## src/rtl/data_ram_pkg.sv

```systemverilog
// Shared types and helpers for data_ram: FSM state encoding, geometry helpers
// and the byte-lane merge used by the write path and the optional bypass.
package data_ram_pkg;

  localparam int unsigned BYTE_W = 8;

  typedef enum logic {
    INIT  = 1'b0,
    READY = 1'b1
  } ram_state_e;

  // Number of byte-offset address bits for a word of data_w bits.
  function automatic int unsigned calc_off_w(input int unsigned data_w);
    return $clog2(data_w / BYTE_W);
  endfunction

  // Number of word-index address bits for depth words.
  function automatic int unsigned calc_idx_w(input int unsigned depth);
    return $clog2(depth);
  endfunction

  // One byte lane of a strobed write: new byte when strobed, old byte otherwise.
  function automatic logic [BYTE_W-1:0] lane_merge(
    input logic [BYTE_W-1:0] old_b,
    input logic [BYTE_W-1:0] new_b,
    input logic              strb
  );
    return strb ? new_b : old_b;
  endfunction

endpackage

```

## src/rtl/data_ram_init_ctrl.sv

```systemverilog
// Clear-on-reset sequencer for data_ram: walks every word once after reset,
// asking the top to write zero, then parks in READY.
module data_ram_init_ctrl
  import data_ram_pkg::*;
#(
  parameter int unsigned DEPTH = 32,
  parameter int unsigned IDX_W = calc_idx_w(DEPTH)
) (
  input  logic             clk,
  input  logic             rst,
  output logic             busy_o,
  output logic             clr_we_o,
  output logic [IDX_W-1:0] clr_idx_o
);

  localparam logic [IDX_W-1:0] LAST_IDX = IDX_W'(DEPTH - 1);

  ram_state_e       state_q, state_d;
  logic [IDX_W-1:0] cnt_q, cnt_d;

  // State and sweep counter registers; reset restarts the sweep at word 0.
  always_ff @(posedge clk) begin
    if (rst) begin
      state_q <= INIT;
      cnt_q   <= '0;
    end else begin
      state_q <= state_d;
      cnt_q   <= cnt_d;
    end
  end

  // Next state: one word cleared per INIT cycle, leave after the last one.
  always_comb begin
    state_d = state_q;
    cnt_d   = cnt_q;
    case (state_q)
      INIT: begin
        cnt_d = cnt_q + IDX_W'(1);
        if (cnt_q == LAST_IDX) begin
          state_d = READY;
        end
      end
      READY:   state_d = READY;
      default: state_d = INIT;
    endcase
  end

  // Outputs decode directly from the state and counter flops.
  always_comb begin
    busy_o    = 1'b0;
    clr_we_o  = 1'b0;
    clr_idx_o = cnt_q;
    if (state_q == INIT) begin
      busy_o   = 1'b1;
      clr_we_o = 1'b1;
    end
  end

endmodule

```

## src/rtl/data_ram.sv

```systemverilog
// Parametrised single-clock data memory with byte strobes, registered read,
// out-of-range error pulse and a clear sweep after reset (busy_o).
// Optional macro DATA_RAM_BYPASS_EN: same-word read/write returns write-first data.
module data_ram
  import data_ram_pkg::*;
#(
  parameter int unsigned DATA_W = 32,
  parameter int unsigned DEPTH  = 32,
  parameter int unsigned ADDR_W = 32
) (
  input  logic                clk,
  input  logic                rst,
  input  logic                wr_en_i,
  input  logic [ADDR_W-1:0]   wr_addr_i,
  input  logic [DATA_W-1:0]   wr_data_i,
  input  logic [DATA_W/8-1:0] wr_strb_i,
  input  logic                rd_en_i,
  input  logic [ADDR_W-1:0]   rd_addr_i,
  output logic [DATA_W-1:0]   rd_data_o,
  output logic                rd_valid_o,
  output logic                busy_o,
  output logic                err_o
);

  localparam int unsigned STRB_W  = DATA_W / BYTE_W;
  localparam int unsigned OFF_W   = calc_off_w(DATA_W);
  localparam int unsigned IDX_W   = calc_idx_w(DEPTH);
  localparam int unsigned TOP_LSB = OFF_W + IDX_W;

  logic [DATA_W-1:0] mem_q [DEPTH];

  logic             busy;
  logic             clr_we;
  logic [IDX_W-1:0] clr_idx;

  logic [IDX_W-1:0] wr_idx, rd_idx;
  logic             wr_oor, rd_oor;
  logic             wr_acc, rd_acc;
  logic [DATA_W-1:0] wr_old, wr_merged, rd_word;

  logic [DATA_W-1:0] rd_data_q, rd_data_d;
  logic              rd_valid_q, rd_valid_d;
  logic              err_q, err_d;

  data_ram_init_ctrl #(
    .DEPTH (DEPTH),
    .IDX_W (IDX_W)
  ) u_init_ctrl (
    .clk       (clk),
    .rst       (rst),
    .busy_o    (busy),
    .clr_we_o  (clr_we),
    .clr_idx_o (clr_idx)
  );

  // Address decode: byte offset dropped, any bit above the index is out of range.
  assign wr_idx = wr_addr_i[TOP_LSB-1:OFF_W];
  assign rd_idx = rd_addr_i[TOP_LSB-1:OFF_W];
  assign wr_oor = |(wr_addr_i >> TOP_LSB);
  assign rd_oor = |(rd_addr_i >> TOP_LSB);
  assign wr_acc = wr_en_i && !busy;
  assign rd_acc = rd_en_i && !busy;

  // Strobed write word built from the current contents.
  always_comb begin
    wr_old    = mem_q[wr_idx];
    wr_merged = wr_old;
    for (int k = 0; k < STRB_W; k++) begin
      wr_merged[k*BYTE_W +: BYTE_W] = lane_merge(wr_old[k*BYTE_W +: BYTE_W],
                                                 wr_data_i[k*BYTE_W +: BYTE_W],
                                                 wr_strb_i[k]);
    end
  end

  // Storage: the clear sweep owns the write port while busy.
  always_ff @(posedge clk) begin
    if (clr_we) begin
      mem_q[clr_idx] <= '0;
    end else if (wr_acc && !wr_oor) begin
      mem_q[wr_idx] <= wr_merged;
    end
  end

`ifdef DATA_RAM_BYPASS_EN
  assign rd_word = (wr_acc && !wr_oor && (wr_idx == rd_idx)) ? wr_merged : mem_q[rd_idx];
`else
  assign rd_word = mem_q[rd_idx];
`endif

  // Read register, valid and error pulses.
  always_comb begin
    rd_data_d  = rd_data_q;
    rd_valid_d = 1'b0;
    err_d      = (rd_acc && rd_oor) || (wr_acc && wr_oor);
    if (rd_acc) begin
      rd_valid_d = 1'b1;
      rd_data_d  = rd_oor ? '0 : rd_word;
    end
  end

  always_ff @(posedge clk) begin
    if (rst) begin
      rd_data_q  <= '0;
      rd_valid_q <= 1'b0;
      err_q      <= 1'b0;
    end else begin
      rd_data_q  <= rd_data_d;
      rd_valid_q <= rd_valid_d;
      err_q      <= err_d;
    end
  end

  assign rd_data_o  = rd_data_q;
  assign rd_valid_o = rd_valid_q;
  assign err_o      = err_q;
  assign busy_o     = busy;

endmodule

```

## config.mk

```make
export PLATFORM = sky130hd
export DESIGN_NAME = data_ram
export DESIGN_NICKNAME = d
export VERILOG_FILES = /design/src/rtl/data_ram_pkg.sv /design/src/rtl/data_ram_init_ctrl.sv /design/src/rtl/data_ram.sv
export SDC_FILE = /design/constraint.sdc
export NUM_CORES = 1
export LEC_CHECK = 0
export ABC_CLOCK_PERIOD_IN_PS = 8500
export CORE_UTILIZATION = 60
export CTS_CLUSTER_SIZE = 16
export DETAILED_ROUTE_END_ITERATION = 8
export DONT_BUFFER_PORTS = 1
export PLACE_DENSITY = 0.84
export SKIP_LAST_GASP = 1
export SLEW_MARGIN = 20
export SYNTH_ARGS = -nofsm -noshare
export SYNTH_HDL_FRONTEND = slang
export SYNTH_SLANG_ARGS = --single-unit
```

## constraint.sdc

```tcl
create_clock -name clk -period 8.5 [get_ports clk]
set_input_delay 1.7 -clock clk [delete_from_list [all_inputs] [get_ports clk]]
set_output_delay 1.7 -clock clk [all_outputs]
set_load 0.02 [all_outputs]
```

==> results.yml <==
cells_and_area:
  fin_cells: 3050
  mostFrequentLayoutCell: "edfxtp_1"
  drive_gt1_share_pct: 23.4
  layout.nets: 2130
  area_growth_pct: 9.92
  mostFrequentLayoutCells: "1024 x edfxtp_1, 256 x mux4_2, 143 x nor2_1"
clock_tree:
  htree_levels: 3
  cts_buffers: 96
  clock-sinks: 1064
  cts_resized: 0
  clk_pin_slew_ps: 60
  hold_buffers: 0
  post-cts-setup-buffers: 0
  cts_tree: "built"
  cts_max_path_buffers: 3
  cts-root-buf: "clkbuf_16"
  clkLatencyLatePin_ps: 670
critical_path:
  required_ps: 8910
  rr_startpoint: "u_init_ctrl.state_q"
  critPathCaptureType: "flop"
  path_max_fanout: 18
  worst-setup-path-type: "in -> reg"
  arrival_ps: 5470
  crit_start: "wr_addr_i[11]"
  start_kind: "input port"
timing:
  setup_violations: 0
  finClkSkew_ps: 31.2
  period_minus_slack_ps: 5050
  grt_setup_unrepaired: "no"
  tightestPinTransition_ps: 1280
  fin_crit_sh_pct: 59.5
  finalHoldViolCount: 0
  final.setup.tns_ps: 0
  slew_headroom_pct: 14.0
  fmax_mhz: 198
  final_max_slew_viol_count: 0
global_routing:
  grt_pass1_wl_um: 144000
  antenna_found_initial: 17
  grt_usage_pct: 28.5
  grt_pass1_vias: 21900
  gr-total-overflow: 0
  grt_start_max_net_pins: 257
floorplanning:
  die_h_um: 265
  dieWidth_um: 265
  dieArea_mm2: 0.0705
  start_util_pct: 60.7
  core_area_mm2: 0.0686
  io_pins: 139
  rows: 96
power_and_ir_drop:
  power_density_mw_per_mm2: 230
  leakage_nw: 15.7
  ir_drop_uv: 201
yosys:
  async_flop_share_pct: 0
  ys_types: 46
  syn_area_per_cell_um2: 20.6
  synth-main-ff-cell: "edfxtp_1"
  synth-edff-count: 1024
  synth.net_count: 2131
  ys_ff_latch: 1064
  yosysWarnings: 0
  synthCells: 2025
  seq_area_frac_synth_pct: 75.8
  syn_area_mm2: 0.0416
drt:
  drt_iter0_markers: 3096
  first_pass_iters: 6
  vias_per_cell: 7.02
  drc: 0
  ant_nets: 0
  wl_per_cell_um: 32.5
  vias: 21400
  drt-total-wl_um: 99000
placement:
  dp_hpwl_um: 54300
  place_inst: 2857
  place_congestion: 0.857
  port_buffers: 0
min_path:
  min_path_type: "reg -> reg"
  min-delay-start: "rd_data_o[11]"
job:
  cap_violations: 0
status:
  status: "finished, final reports clean"
## metal layers
layer | part of all wire [%] | GRT usage, % | wire length, um | up-vias
li1 | - | - | - | 8406
met1 | 35 | 37.6 | 34200 | 11000
met2 | 49 | 45.3 | 48300 | 1733
met3 | 12 | 7.42 | 11800 | 305
met4 | 4.7 | 13.0 | 4670 | 6
met5 | 0.038 | 0 | 38 | -
## cells in the mapped netlist, types with 3 or more instances
master,number,area [um2]
a211oi_1,32,240
a21oi_1,5,25.0
a22oi_1,30,225
and2_1,34,213
and3b_1,3,26.3
buf_1,4,15.0
buf_2,43,215
buf_4,19,143
buf_6,11,124
clkbuf_1,38,143
clkbuf_2,3,15.0
dfxtp_1,40,801
edfxtp_1,1024,30700
mux2i_1,47,470
mux2i_4,5,113
mux4_2,256,5770
nand2_1,38,143
nand2b_1,4,25.0
nand3_1,6,30.0
nand3b_1,3,22.5
nor2_1,144,541
nor2b_1,42,263
nor3_1,36,180
nor3b_1,7,52.6
nor4_1,10,62.6
nor4_4,3,63.8
o21ai_0,37,185
o21ai_1,12,60.1
o22ai_1,31,194
o311a_1,4,40.0
o41ai_1,32,280
## power breakdown
group          switching [mW]  internal (mW)
clock network            1.94           2.56
registers              0.0162           5.72
logic                   0.162          0.116
total                    2.12           8.40
## through the flow
step / cell area (um2) / worst slack, ps / hold slack, ps / utilization, % / power, mW
finish: 45800 / 3450 / 579 / 66.8 / 10.5
floorplan: 41600 / 4510 / 529 / - / 6.09
global route: 45800 / 3460 / 596 / 66.7 / 10.7
CTS: 45600 / 3370 / 579 / 66.5 / 10.5
global placement: 42300 / 3080 / 556 / 61.7 / 6.10
detailed placement: 42400 / 2850 / 563 / 61.8 / 6.11
## worst paths after layout
kind / to / slack [ps] / cells after the start
min: rd_data_o[11] / 580 / 2
min reg2reg: rd_data_o[11] / 580 / 2
max: mem_q[19][22] / 3450 / 7
max reg2reg: mem_q[19][22] / 4770 / 6
## worst max-delay path, stage by stage
cell	delay (ps)
nor4_1	370
nand4_1	810
nor3_4	680
mux2i_4	890
buf_4	540
nor3_1	160
buf_4	250
## state kept, by name, summed over array words and instances, names as in the netlist
signal,flops
rd_data_o,32
err_o,1
mem_q,1024
u_init_ctrl.state_q,1
rd_valid_o,1
u_init_ctrl.clr_idx_o,5
## layout make-up
| cell class | instances | area (um2) |
|---|---|---|
| diodes | 12 | 30.0 |
| clock buffers | 115 | 2530 |
| clock inverters | 66 | 724 |
| fillers | 3937 | 22800 |
| inverters | 3 | 11.3 |
| multi-input cells | 840 | 9630 |
| flip-flops and latches | 1064 | 31600 |
| well taps | 931 | 1160 |
| repair buffers | 19 | 143 |
## cell families (layout without fill, tap and decap cells)
logic type | Yosys count | after routing | synth area share (%)
multiplexers | 311 | 311 | 15.3
AND/OR/NAND/NOR | 337 | 337 | 4.05
other | 0 | 12 | 0
XOR/XNOR | 3 | 3 | 0.0631
AO/OA/AOI/OAI | 187 | 187 | 3.13
adder cells (fa/ha/maj) | 2 | 2 | 0.0601
flip-flops | 1064 | 1064 | 75.8
buffers and inverters | 121 | 203 | 1.60
(Power assumes the default switching activity.)
